File: src/rtl/ofdm_rx_rev_seq.sv
// ofdm_rx_rev_seq
// ----------------------------------------------------------------------------
// Receive-side sequencer for the spectrum-reversal stage and the FFT input.
// Counts upstream sample strobes, discards the cyclic prefix and frames the
// remaining FFT_LEN samples of every symbol. It drives the reverser enable, a
// per-symbol sign-phase sync pulse and the FFT frame start/end marks. This is
// a control-only block: no I/Q data passes through it. All strobes are
// registered, so they lag the causing in_valid by exactly one clock.
// Upstream data therefore needs one register of delay to line up with them.
//
// Optional feature: define REV_SEQ_SIGN_OUT_EN to add the rev_sign output.
// rev_sign is 0 (pass) on the first data sample of each symbol and toggles on
// every following data sample, so a sign-select reverser can be driven directly.
//
// Ports:
//   clk        clock
//   rst        asynchronous, active-high reset
//   start      one-cycle pulse, begins a burst of nsym symbols (idle only)
//   nsym       symbols in the burst, sampled when start is accepted
//   abort      terminates a running burst on the next edge
//   in_valid   one upstream sample present this cycle
//   rev_en     reverser/FFT accepts the aligned sample (data portion only)
//   rev_sync   reset reverser sign phase, coincident with first data sample
//   fft_sof    first data sample of a symbol
//   fft_eof    last data sample of a symbol
//   sample_idx index of the current data sample, 0..FFT_LEN-1
//   sym_idx    index of the current symbol within the burst
//   busy       burst in progress
//   done       one-cycle pulse at burst completion or abort
//   rev_sign   (REV_SEQ_SIGN_OUT_EN only) reverser sign select, 0 = pass
// ----------------------------------------------------------------------------
module ofdm_rx_rev_seq #(
    parameter int FFT_LEN = 64,
    parameter int CP_LEN  = 16,
    parameter int NSYM_W  = 8
) (
    input  logic                       clk,
    input  logic                       rst,
    input  logic                       start,
    input  logic [NSYM_W-1:0]          nsym,
    input  logic                       abort,
    input  logic                       in_valid,
    output logic                       rev_en,
    output logic                       rev_sync,
    output logic                       fft_sof,
    output logic                       fft_eof,
    output logic [$clog2(FFT_LEN)-1:0] sample_idx,
    output logic [NSYM_W-1:0]          sym_idx,
    output logic                       busy,
    output logic                       done
`ifdef REV_SEQ_SIGN_OUT_EN
    ,
    output logic                       rev_sign
`endif
);

    localparam int IDX_W = $clog2(FFT_LEN);
    // CP_LEN < FFT_LEN, so the prefix counter fits in the data-index width.
    localparam logic [IDX_W-1:0] CP_LAST  = IDX_W'((CP_LEN == 0) ? 0 : CP_LEN - 1);
    localparam logic [IDX_W-1:0] FFT_LAST = IDX_W'(FFT_LEN - 1);

    typedef enum logic [1:0] {
        IDLE = 2'd0,
        CP   = 2'd1,
        DATA = 2'd2,
        FIN  = 2'd3
    } state_t;

    // With no cyclic prefix every symbol boundary goes straight back to DATA.
    localparam state_t SYM_ENTRY = (CP_LEN == 0) ? DATA : CP;

    state_t             state_q, state_d;
    logic [IDX_W-1:0]   cp_cnt_q, cp_cnt_d;
    logic [IDX_W-1:0]   data_cnt_q, data_cnt_d;
    logic [NSYM_W-1:0]  sym_cnt_q, sym_cnt_d;
    logic [NSYM_W-1:0]  nsym_q, nsym_d;

    logic               rev_en_q, rev_en_d;
    logic               rev_sync_q, rev_sync_d;
    logic               fft_sof_q, fft_sof_d;
    logic               fft_eof_q, fft_eof_d;
    logic [IDX_W-1:0]   sample_idx_q, sample_idx_d;
    logic [NSYM_W-1:0]  sym_idx_q, sym_idx_d;
    logic               busy_q, busy_d;
    logic               done_q, done_d;
`ifdef REV_SEQ_SIGN_OUT_EN
    logic               rev_sign_q, rev_sign_d;
`endif

    // NOTE: every signal written here gets a default first, so no path through
    // the case statement can leave one unassigned and infer a latch.
    always_comb begin
        state_d      = state_q;
        cp_cnt_d     = cp_cnt_q;
        data_cnt_d   = data_cnt_q;
        sym_cnt_d    = sym_cnt_q;
        nsym_d       = nsym_q;
        rev_en_d     = 1'b0;
        rev_sync_d   = 1'b0;
        fft_sof_d    = 1'b0;
        fft_eof_d    = 1'b0;
        sample_idx_d = sample_idx_q;
        sym_idx_d    = sym_idx_q;
        busy_d       = busy_q;
        done_d       = 1'b0;
`ifdef REV_SEQ_SIGN_OUT_EN
        rev_sign_d   = 1'b0;
`endif

        case (state_q)
            IDLE: begin
                if (start) begin
                    if (nsym != '0) begin
                        nsym_d     = nsym;
                        sym_cnt_d  = '0;
                        sym_idx_d  = '0;
                        cp_cnt_d   = '0;
                        data_cnt_d = '0;
                        busy_d     = 1'b1;
                        state_d    = SYM_ENTRY;
                    end else begin
                        // Empty burst: report completion without going busy.
                        done_d = 1'b1;
                    end
                end
            end

            CP: begin
                if (in_valid) begin
                    if (cp_cnt_q == CP_LAST) begin
                        cp_cnt_d = '0;
                        state_d  = DATA;
                    end else begin
                        cp_cnt_d = cp_cnt_q + IDX_W'(1);
                    end
                end
            end

            DATA: begin
                if (in_valid) begin
                    rev_en_d     = 1'b1;
                    sample_idx_d = data_cnt_q;
                    sym_idx_d    = sym_cnt_q;
                    rev_sync_d   = (data_cnt_q == '0);
                    fft_sof_d    = (data_cnt_q == '0);
`ifdef REV_SEQ_SIGN_OUT_EN
                    // Sign phase restarts at 0 on every symbol, so it is the
                    // LSB of the data index.
                    rev_sign_d   = data_cnt_q[0];
`endif
                    if (data_cnt_q == FFT_LAST) begin
                        fft_eof_d  = 1'b1;
                        data_cnt_d = '0;
                        if (sym_cnt_q == nsym_q - NSYM_W'(1)) begin
                            state_d = FIN;
                        end else begin
                            sym_cnt_d = sym_cnt_q + NSYM_W'(1);
                            state_d   = SYM_ENTRY;
                        end
                    end else begin
                        data_cnt_d = data_cnt_q + IDX_W'(1);
                    end
                end
            end

            FIN: begin
                busy_d  = 1'b0;
                done_d  = 1'b1;
                state_d = IDLE;
            end

            default: state_d = IDLE;
        endcase

        // Abort overrides everything above once a burst has been accepted.
        if (abort && (state_q != IDLE)) begin
            state_d      = IDLE;
            cp_cnt_d     = '0;
            data_cnt_d   = '0;
            sym_cnt_d    = '0;
            rev_en_d     = 1'b0;
            rev_sync_d   = 1'b0;
            fft_sof_d    = 1'b0;
            fft_eof_d    = 1'b0;
            sample_idx_d = '0;
            sym_idx_d    = '0;
            busy_d       = 1'b0;
            done_d       = 1'b1;
`ifdef REV_SEQ_SIGN_OUT_EN
            rev_sign_d   = 1'b0;
`endif
        end
    end

    // NOTE: state registers use non-blocking assignments so every flop samples
    // the pre-edge value of the others, independent of statement order.
    always_ff @(posedge clk or posedge rst) begin
        if (rst) begin
            state_q      <= IDLE;
            cp_cnt_q     <= '0;
            data_cnt_q   <= '0;
            sym_cnt_q    <= '0;
            nsym_q       <= '0;
            rev_en_q     <= 1'b0;
            rev_sync_q   <= 1'b0;
            fft_sof_q    <= 1'b0;
            fft_eof_q    <= 1'b0;
            sample_idx_q <= '0;
            sym_idx_q    <= '0;
            busy_q       <= 1'b0;
            done_q       <= 1'b0;
`ifdef REV_SEQ_SIGN_OUT_EN
            rev_sign_q   <= 1'b0;
`endif
        end else begin
            state_q      <= state_d;
            cp_cnt_q     <= cp_cnt_d;
            data_cnt_q   <= data_cnt_d;
            sym_cnt_q    <= sym_cnt_d;
            nsym_q       <= nsym_d;
            rev_en_q     <= rev_en_d;
            rev_sync_q   <= rev_sync_d;
            fft_sof_q    <= fft_sof_d;
            fft_eof_q    <= fft_eof_d;
            sample_idx_q <= sample_idx_d;
            sym_idx_q    <= sym_idx_d;
            busy_q       <= busy_d;
            done_q       <= done_d;
`ifdef REV_SEQ_SIGN_OUT_EN
            rev_sign_q   <= rev_sign_d;
`endif
        end
    end

    assign rev_en     = rev_en_q;
    assign rev_sync   = rev_sync_q;
    assign fft_sof    = fft_sof_q;
    assign fft_eof    = fft_eof_q;
    assign sample_idx = sample_idx_q;
    assign sym_idx    = sym_idx_q;
    assign busy       = busy_q;
    assign done       = done_q;
`ifdef REV_SEQ_SIGN_OUT_EN
    assign rev_sign   = rev_sign_q;
`endif

endmodule

File: config.mk
export PLATFORM = sky130hd
export DESIGN_NAME = ofdm_rx_rev_seq
export DESIGN_NICKNAME = d
export VERILOG_FILES = /design/src/rtl/ofdm_rx_rev_seq.sv
export SDC_FILE = /design/constraint.sdc
export NUM_CORES = 1
export LEC_CHECK = 0
export CAP_MARGIN = 20
export CORE_MARGIN = 10
export CORE_UTILIZATION = 50
export DETAILED_ROUTE_END_ITERATION = 8
export GPL_TIMING_DRIVEN = 0
export PLACE_DENSITY = 0.73
export SYNTH_ARGS = -nofsm -noshare
export SYNTH_HDL_FRONTEND = slang
export SYNTH_SLANG_ARGS = --single-unit
File: constraint.sdc
create_clock -name clk -period 3.1 [get_ports clk]
set_input_delay 0.31 -clock clk [delete_from_list [all_inputs] [get_ports clk]]
set_output_delay 0.31 -clock clk [all_outputs]
set_load 0.005 [all_outputs]
Yosys cells after proc, flatten, opt, wreduce, memory -nomap -nowiden
Cells that the tools add are included.
{"block": "totals", "regBits": 49, "input_bits": 13, "out_inout_bits": 20}
{"block": "op_classes", "addsub": 4, "n_eq_ne": 13, "muxes": 50, "reduce_logical": 17}
{"op": "$mux 6", "n": 11}
{"op": "$mux 8", "n": 8}
{"op": "$pmux 8 s2", "n": 2}
{"op": "$pmux 6 s2", "n": 2}
{"op": "$ne 3x3->1 const B", "n": 7}
{"op": "$mux 1", "n": 16}
{"op": "$mux 2", "n": 8}
{"op": "$add 6x1->6 const B", "n": 2}
{"op": "$reduce_and 6->1", "n": 2}
{"op": "$reduce_bool 3->1", "n": 3}
{"op": "$add 8x1->8 const B", "n": 1}
{"op": "$eq 8x8->1", "n": 1}
{"op": "$pmux 2 s4", "n": 1}
{"op": "$reduce_and 4->1", "n": 2}
{"op": "$reduce_bool 8->1", "n": 1}
{"op": "$sub 8x1->8 const B", "n": 1}
{"op": "$eq 6x4->1 const B", "n": 1}
{"op": "$eq 6x6->1 const B", "n": 1}
{"op": "$logic_not 6->1", "n": 1}
{"op": "$reduce_and 3->1", "n": 2}
{"op": "$reduce_bool 2->1", "n": 3}
{"op": "$eq 2x2->1 const B", "n": 2}
{"op": "$pmux 1 s2", "n": 2}
{"op": "$eq 2x1->1 const B", "n": 1}
{"op": "3 further kinds", "n": 3}

Logic depth before layout (Yosys ltp)
Gate-level depths: netlist (run 1).
{"block": "depth", "ltp_word": 7, "ltp_mapped": 10, "mapped_depth_nobuf": 8}

Worst setup path before layout (run 1)
No wires, ideal clock.
{"block": "synth_path", "kind": "reg2reg", "start": "reg nsym_q[0]", "end": "reg sym_cnt_q[6]", "arrival_time_ns": 2.023, "required_time_ns": 2.997, "path_slack_ns": 0.974, "stages_incl_launch_ff": 10, "path_cell_list": "dfrtp_1 -> inv_1 -> ha_1 -> xnor2_1 -> and4b_1 -> a41oi_1 -> a211oi_4 -> or2_1 -> buf_6 -> o41ai_2"}
{"block": "synth_via", "elab_chain_cells": 4}
{"item": "from (decl)", "line_no": "76", "text": "logic [NSYM_W-1:0] nsym_q, nsym_d;"}
{"item": "from (signal assigned)", "line_no": "220", "text": "nsym_q <= nsym_d;"}
{"item": "$sub 8x1->8", "line_no": "154", "text": "if (sym_cnt_q == nsym_q - NSYM_W'(1)) begin"}
{"item": "$eq 8x8->1", "line_no": "154"}
{"item": "$ne 3x3->1 (no line)"}
{"item": "$reduce_and 6->1 (no line)"}
{"item": "to (signal assigned)", "line_no": "219", "text": "sym_cnt_q <= sym_cnt_d;"}
{"item": "to (decl)", "line_no": "75", "text": "logic [NSYM_W-1:0] sym_cnt_q, sym_cnt_d;"}
No other way between the ends.
A chain may end at the register's enable or synchronous reset.

Worst setup path after layout (run 1)
{"block": "layout_path", "start": "reg state_q[1]", "end": "reg sym_cnt_q[6]"}
{"block": "layout_via", "elab_chain_cells": 4, "word_cells_on_any_way": 13, "classes_between": "6 x eq/ne; 2 x mux; 5 x reduce/logical"}
{"item": "from (decl)", "line_no": "72", "text": "state_t state_q, state_d;"}
{"item": "from (signal assigned)", "line_no": "216", "text": "state_q <= state_d;"}
{"item": "$reduce_bool 2->1", "line_no": "176", "text": "if (abort && (state_q != IDLE)) begin"}
{"item": "$logic_and 1x1->1", "line_no": "176"}
{"item": "$ne 3x3->1 (no line) or $reduce_bool 3->1 (tied branches)"}
{"item": "$reduce_and 6->1 (no line)"}
Parallel ways exist; a longest one is shown, timed or not.

==> impl_summary.log, run 1 <==
INFO  metric timing.critical_path.slowest_stage_cell = sky130_fd_sc_hd__a211oi_4
INFO  metric grt_pass1_wl = 10000 µm
INFO  metric dr_iter_0_viols = ~180
INFO  metric initial_standard_cell_utilization_of_the_core = about half
INFO  metric total_power = 2.33 mW
INFO  metric drt-pass1-iter-count = 4
INFO  metric setup_repair_after_global_routing_missed_its_margin = false
INFO  metric top_cells_by_area_in_the_synthesized_netlist = sky130_fd_sc_hd__dfrtp_1 46%, sky130_fd_sc_hd__o21ai_0 6.6%, sky130_fd_sc_hd__nand2_1 6.2%, sky130_fd_sc_hd__ha_1 4.2%, sky130_fd_sc_hd__mux2_2 2.9%
INFO  metric grt_use_total = 13.6%
INFO  metric synth-main-ff-cell = sky130_fd_sc_hd__dfrtp_1
INFO  metric ant_nets = 0
INFO  metric die_area = 8670 µm²
INFO  metric switching_share = 40.7%
INFO  metric arrival = 2720 ps
INFO  metric synth.lib_cells_used.distinct = 47
INFO  metric cts_sinks = 49
INFO  metric finish.instance_area = 3190 µm²
INFO  metric placed_cells = about 400
INFO  metric finalMaxSlewViolations = 0
INFO  metric synth.top_cells.by_count = 49 x sky130_fd_sc_hd__dfrtp_1, 44 x sky130_fd_sc_hd__nand2_1, 35 x sky130_fd_sc_hd__o21ai_0
INFO  metric dieWidth = between 90 and 100 µm
INFO  metric post-synth-top-area-fraction = 45.9%
INFO  metric crit_buf_inv = 3
INFO  metric timing.slew.headroom = 51.0%
INFO  metric final_wl = around 5600 µm
INFO  metric worst_path_cell_trace = inv_1, ha_1, nor2b_1, buf_2, nor2_2, o2111ai_1, a211oi_4, or2_1, buf_6, o41ai_2
INFO  metric cp_num_cells = 10
INFO  metric tightest_slew = 726 ps
INFO  metric dpl-instance-area = around 3100 µm²
INFO  metric critical_path.max_stage_delay = 470 ps
INFO  metric timing.final.crit_share = 82.1%
INFO  metric setup_slack = 556 ps
INFO  metric fin_hold_ws = 297 ps
INFO  metric net_count_final = 352
INFO  metric cts.reportedPaths.clkPinSlew = about 90 ps
INFO  metric power.static_leakage = 1.40 nW
INFO  metric cp-end-kind = flop
INFO  metric yosys_warnings = 0
INFO  metric hold_buffers = 0
INFO  metric place.port_buffers = 31
INFO  metric number_of_h_tree_levels = 2
INFO  metric utilization = roughly 62%
INFO  metric insertion_delay = 300 ps
INFO  metric avgViaCountPerCell = roughly 5.5
INFO  metric report.final.hold_viol_count = 0
INFO  metric asyncSetResetFlopFracSynth = 100%
INFO  metric postSynthRegisterBits = 49
INFO  metric p_comb_share = 44.0%
INFO  metric numCtsBuffers = 5
INFO  metric syn_area_per_cell = roughly 9.2 µm²
INFO  metric worstRegToRegCells = 10
INFO  metric finalNonFillerCells = 401
INFO  metric post-synth-top-count-cell = sky130_fd_sc_hd__dfrtp_1
INFO  metric route.vias.total = 2206
INFO  metric detail_route.drc_violations = 0
INFO  metric globalplace.congestion = 0.847
INFO  metric pre_cts_slack = 406 ps
INFO  metric dieHeight = 93.1 µm
INFO  metric peakVddDrop = 0.447 mV
INFO  metric tritoncts_clock_tree = yes
INFO  metric final.setup.tns = 0 ps
INFO  metric fmax = 393 MHz
INFO  metric antenna-diode-count = 0
INFO  metric dp_hpwl = between 4000 and 5000 µm
INFO  metric synth_enable_flop_cells = 0
INFO  metric p_switching = 0.949 mW
INFO  metric layout-area-overhead-vs-synth = 19.4%
INFO  metric power_frac_clock = 17.7%
INFO  metric post_drt_wl_per_cell = between 10 and 15 µm
INFO  metric sequential_share_of_power = 38.3%
INFO  metric drive_gt1_share = under 10%
INFO  metric final-seq-area = 1230 µm²
INFO  metric syn-cell-area = roughly 2700 µm²
INFO  metric power_report.internal_total = between 1 and 1.5 mW
INFO  metric top_level_ports = 33
INFO  metric crit_path_start_kind = flop
INFO  metric multiInputGateArea = between 1000 and 1500 µm²
INFO  metric post_cts_gate_resize_count = 0
INFO  metric cts_buffer_depth = 2
INFO  metric hold_path_class = in -> async
INFO  metric antenna_found_initial = 0
INFO  metric area_of_the_placeable_core = 5140 µm²
INFO  metric yosysSeqAreaShare = 45.9%
INFO  metric grt_start_max_net_pins = 34
INFO  metric clock-skew-final = 2.29 ps
INFO  metric finalSetupViolCount = 0
INFO  metric maxCapViolCount = 0
INFO  metric global_route.overflow_total = 0
INFO  metric yosysTopAreaCell = sky130_fd_sc_hd__dfrtp_1
INFO  metric type_of_the_worst_setup_path = reg -> reg
INFO  metric number_of_buffers_inserted_by_post_cts_setup_repair = 0
INFO  metric synth.net_count = 313
INFO  metric nFillCells = 479
INFO  metric critPathMaxFanout = 10
INFO  metric pwr_dens = 731 nW/µm²
INFO  metric critical-path-top-delay-family = compound AO/OA/AOI/OAI gates
INFO  metric worst_ep_required_time = around 3300 ps
INFO  metric grt_pass1_vias = ~2200
INFO  metric number_of_instances_in_the_synthesized_netlist = 291
INFO  metric status = finished clean
INFO  metric root_buffer = sky130_fd_sc_hd__clkbuf_8
INFO  metric placement_rows = 26
INFO  metric min_period = between 2000 and 3000 ps
[power groups by stage]
stage | Clock, mW | Sequential, mW | Combinational, mW
finish | 0.413 | 0.893 | 1.03
global route | 0.451 | 0.916 | 1.16
detailed placement | 0 | 0.905 | 1.03
global placement | 0 | 0.898 | 1.00
floorplan | 0 | 0.869 | 0.779
CTS | 0.423 | 0.892 | 1.03
[logic make-up after synthesis]
logic type                 after synthesis  share of synthesized area [%]
adders and majority gates                9                           4.21
and+or+nand+nor                        113                           20.6
AOI/OAI and AO/OA                       77                           18.9
DFF                                     49                           45.9
muxes                                    8                           3.32
buffers and inverters                   27                           4.54
xor gates and xnor gates                 8                           2.62
[layer usage]
metal	track usage, %	routed length [µm]
met4	4.88	80
met3	3.52	256
met2	22.0	2600
met1	17.2	2700
met5	0	0
[registers in the layout, summed over array words and instances (netlist names), 2 cells and up]
name	count
sample_idx	6
sym_idx	8
sym_cnt_q	8
cp_cnt_q	6
data_cnt_q	6
state_q	2
nsym_q	8
[path summary, 6_finish.rpt]
kind	from	end	slack (ps)
max	state_q[1]$_DFFE_PP0P_	sym_cnt_q[6]$_DFFE_PP0P_	560
min	rst	busy$_DFFE_PP0P_	300
max reg2reg	state_q[1]$_DFFE_PP0P_	sym_cnt_q[6]$_DFFE_PP0P_	560
min reg2reg	sym_idx[6]$_DFFE_PP0P_	sym_idx[6]$_DFFE_PP0P_	480
max in group asynchronous	rst	state_q[1]$_DFFE_PP0P_	2310
min in group clk	in_valid	sample_idx[5]$_DFFE_PP0P_	430
[area by class of cell]
| type | instances | share of cell area, % |
|---|---|---|
| Buffer | 15 | 2.39 |
| Clock buffer | 7 | 3.02 |
| Clock inverter | 1 | 0.157 |
| Inverter | 12 | 1.41 |
| Multi-Input combinational cell | 215 | 41.5 |
| Sequential cell | 49 | 38.4 |
| Tap cell | 70 | 2.74 |
| Timing Repair Buffer | 32 | 10.3 |
[placed cells by master, fill, tap and decap left out, types with 2 or more instances in the layout]
cell	n
sky130_fd_sc_hd__o31ai_1	9
sky130_fd_sc_hd__nand4_1	3
sky130_fd_sc_hd__clkdlybuf4s50_1	31
sky130_fd_sc_hd__a41oi_1	2
sky130_fd_sc_hd__nand3b_1	2
sky130_fd_sc_hd__buf_2	4
sky130_fd_sc_hd__or2_2	2
sky130_fd_sc_hd__xnor2_1	5
sky130_fd_sc_hd__a31oi_1	2
sky130_fd_sc_hd__o21ai_1	3
sky130_fd_sc_hd__o41ai_2	2
sky130_fd_sc_hd__nor2_1	14
sky130_fd_sc_hd__nor3_1	6
sky130_fd_sc_hd__dfrtp_1	49
sky130_fd_sc_hd__clkbuf_1	8
sky130_fd_sc_hd__a21oi_1	10
sky130_fd_sc_hd__o21ai_0	35
sky130_fd_sc_hd__nand2b_1	7
sky130_fd_sc_hd__mux2_2	7
sky130_fd_sc_hd__and3_1	10
sky130_fd_sc_hd__nor4_1	4
sky130_fd_sc_hd__clkbuf_8	7
sky130_fd_sc_hd__buf_4	2
sky130_fd_sc_hd__o211a_1	2
sky130_fd_sc_hd__nand2_1	44
sky130_fd_sc_hd__nor2b_1	2
sky130_fd_sc_hd__inv_1	11
sky130_fd_sc_hd__nand3_1	14
sky130_fd_sc_hd__xor2_1	3
sky130_fd_sc_hd__ha_1	9
No activity file was read; power rests on OpenSTA's default activity.
==> run 2: changes to the inputs <==
Clock period 3.1 ns to 2.6 ns, I/O delays scaled along.
==> run 2 against run 1 <==
Effect of this change:
- flip-flop and latch count unchanged
- sequential share of layout area fell by 0.11 points
- sequential power up 19%
- largest power group unchanged
- highest routed layer unchanged
==> impl_summary.log, run 2 (synthesis results as in run 1) <==
INFO  metric status = finished clean
INFO  metric final-seq-area = 1230 µm² (unchanged)
INFO  metric critical-path-top-delay-family = compound AO/OA/AOI/OAI gates
INFO  metric timing.final.crit_share = 91.9% (+9.9 points)
INFO  metric route.vias.total = 2212 (+0.27%)
INFO  metric critical_path.max_stage_delay = 470 ps (about the same)
INFO  metric dr_iter_0_viols = 169 (-7.7%)
INFO  metric grt_start_max_net_pins = 34 (unchanged)
INFO  metric peakVddDrop = 0.533 mV (+19%)
INFO  metric post_drt_wl_per_cell = 14.0 µm (-0.43%)
INFO  metric dieHeight = 93.1 µm (unchanged)
INFO  metric timing.slew.headroom = 50.0% (-0.95 points)
INFO  metric place.port_buffers = 31 (unchanged)
INFO  metric numCtsBuffers = 5 (unchanged)
INFO  metric finalMaxSlewViolations = 0 (unchanged)
INFO  metric hold_buffers = 0 (unchanged)
INFO  metric initial_standard_cell_utilization_of_the_core = 52.0% (unchanged)
INFO  metric cts.reportedPaths.clkPinSlew = 90 ps (about the same)
INFO  metric cp-end-kind = flop
INFO  metric type_of_the_worst_setup_path = reg -> reg
INFO  metric mostFrequentLayoutCell = sky130_fd_sc_hd__dfrtp_1
INFO  metric power_report.internal_total = 1.66 mW (+20%)
INFO  metric ant_nets = 0 (unchanged)
INFO  metric grt_pass1_wl = 10000 µm (unchanged)
INFO  metric crit_buf_inv = 3 (unchanged)
INFO  metric power.static_leakage = 1.40 nW (+0.26%)
INFO  metric global_route.overflow_total = 0 (unchanged)
INFO  metric sequential_share_of_power = 38.1% (-0.2 points)
INFO  metric avgViaCountPerCell = 5.52 (+0.27%)
INFO  metric report.final.hold_viol_count = 0 (unchanged)
INFO  metric grt_pass1_vias = 2233 (unchanged)
INFO  metric clock-skew-final = 4.28 ps (+1.98 ps)
INFO  metric setup_slack = 210 ps (-346 ps)
INFO  metric tritoncts_clock_tree = yes
INFO  metric die_area = 8670 µm² (unchanged)
INFO  metric most-common-layout-cells = 49 x sky130_fd_sc_hd__dfrtp_1, 43 x sky130_fd_sc_hd__nand2_1, 35 x sky130_fd_sc_hd__o21ai_0, 31 x sky130_fd_sc_hd__clkdlybuf4s50_1
INFO  metric drive_gt1_share = 10.3% (+0.60 points)
INFO  metric top_level_ports = 33 (unchanged)
INFO  metric min_period = 2390 ps (-154 ps)
INFO  metric power_frac_clock = 17.5% (-0.2 points)
INFO  metric finalSetupViolCount = 0 (unchanged)
INFO  metric antenna_found_initial = 0 (unchanged)
INFO  metric worst_path_cell_trace = inv_1, ha_1, nor2b_1, buf_2, nor2_4, o2111ai_1, a211oi_4, or2_1, buf_6, o41ai_2
INFO  metric switching_share = 40.6% (about the same)
INFO  metric fmax = 418 MHz (+6.4%)
INFO  metric multiInputGateArea = 1330 µm² (+0.57%)
INFO  metric crit_path_start_kind = flop
INFO  metric grt_use_total = 13.6% (unchanged)
INFO  metric globalplace.congestion = 0.847 (unchanged)
INFO  metric p_comb_share = 44.4% (+0.4 points)
INFO  metric timing.critical_path.slowest_stage_cell = sky130_fd_sc_hd__a211oi_4
INFO  metric insertion_delay = 300 ps (about the same)
INFO  metric pre_cts_slack = -44.2 ps (-450 ps)
INFO  metric final_wl = 5610 µm (-0.43%)
INFO  metric total_power = 2.79 mW (+20%)
INFO  metric placement_rows = 26 (unchanged)
INFO  metric root_buffer = sky130_fd_sc_hd__clkbuf_8
INFO  metric pwr_dens = 873 nW/µm² (+19%)
INFO  metric setup_repair_after_global_routing_missed_its_margin = true
INFO  metric layout-area-overhead-vs-synth = 19.8%
INFO  metric cts_sinks = 49 (unchanged)
INFO  metric nFillCells = 479 (unchanged)
INFO  metric dp_hpwl = 4220 µm (unchanged)
INFO  metric drt-pass1-iter-count = 4 (unchanged)
INFO  metric dieWidth = 93.1 µm (unchanged)
INFO  metric tightest_slew = 740 ps (+14.0 ps)
INFO  metric p_switching = 1.14 mW (+20%)
INFO  metric antenna-diode-count = 0 (unchanged)
INFO  metric critPathMaxFanout = 10 (unchanged)
INFO  metric maxCapViolCount = 0 (unchanged)
INFO  metric detail_route.drc_violations = 0 (unchanged)
INFO  metric utilization = 62.3% (+0.17 points)
INFO  metric final.setup.tns = 0 ps (unchanged)
INFO  metric area_of_the_placeable_core = 5140 µm² (unchanged)
INFO  metric number_of_h_tree_levels = 2 (unchanged)
INFO  metric number_of_buffers_inserted_by_post_cts_setup_repair = 0 (unchanged)
INFO  metric net_count_final = 352 (unchanged)
INFO  metric hold_path_class = in -> async
INFO  metric worst_ep_required_time = 2770 ps (-500 ps)
INFO  metric cts_buffer_depth = 2 (unchanged)
INFO  metric fin_hold_ws = 250 ps (-46.5 ps)
INFO  metric arrival = 2560 ps (-160 ps)
run 2: power groups by stage:
stage               Clock [mW]  Combinational [mW]  Sequential, mW
floorplan                    0               0.929            1.04
global placement             0                1.19            1.07
detailed placement           0                1.23            1.08
CTS                      0.504                1.23            1.06
global route             0.538                1.40            1.09
finish                   0.489                1.24            1.06
run 2: path summary, 6_finish.rpt:
check                                       start                   endpoint  slack (ps)  cells past startpoint
min in group clk                         in_valid  sample_idx[5]$_DFFE_PP0P_         390                      3
max in group asynchronous                     rst     state_q[1]$_DFFE_PP0P_        1860                      3
hold reg to reg            sym_idx[6]$_DFFE_PP0P_     sym_idx[6]$_DFFE_PP0P_         480                      2
setup reg to reg           state_q[1]$_DFFE_PP0P_   sym_cnt_q[6]$_DFFE_PP0P_         210                     10
hold / removal                                rst           busy$_DFFE_PP0P_         250                      2
setup / recovery           state_q[1]$_DFFE_PP0P_   sym_cnt_q[6]$_DFFE_PP0P_         210                     10
run 2: final cells by class:
class | count | share of cell area [%]
inverters | 12 | 1.41
clock inverters | 1 | 0.156
multi-input cells | 215 | 41.6
flip-flops and latches | 49 | 38.3
plain buffers | 15 | 2.42
repair buffers | 32 | 10.3
clock buffers | 7 | 3.01
well taps | 70 | 2.74
run 2: per-layer routing:
metal | vias to the layer above | GRT usage (%) | wire, µm
li1 | 1117 | - | -
met1 | 1046 | 17.2 | 2690
met2 | 41 | 22.0 | 2590
met3 | 8 | 3.52 | 257
met4 | 0 | 4.88 | 80
met5 | - | 0 | 0
run 2: repair_timing:
item                                    CTS  global route
resized for setup                         0             4
endpoints found under the hold margin     0             0
endpoints found under the setup margin    0            14
run 2: stage by stage:
step	area [µm²]	cells
4_1_cts	3190	401
2_1_floorplan	2670	291
3_5_place_dp	3090	393
3_3_place_gp	3070	392
6_report	3200	401
5_1_grt	3200	401
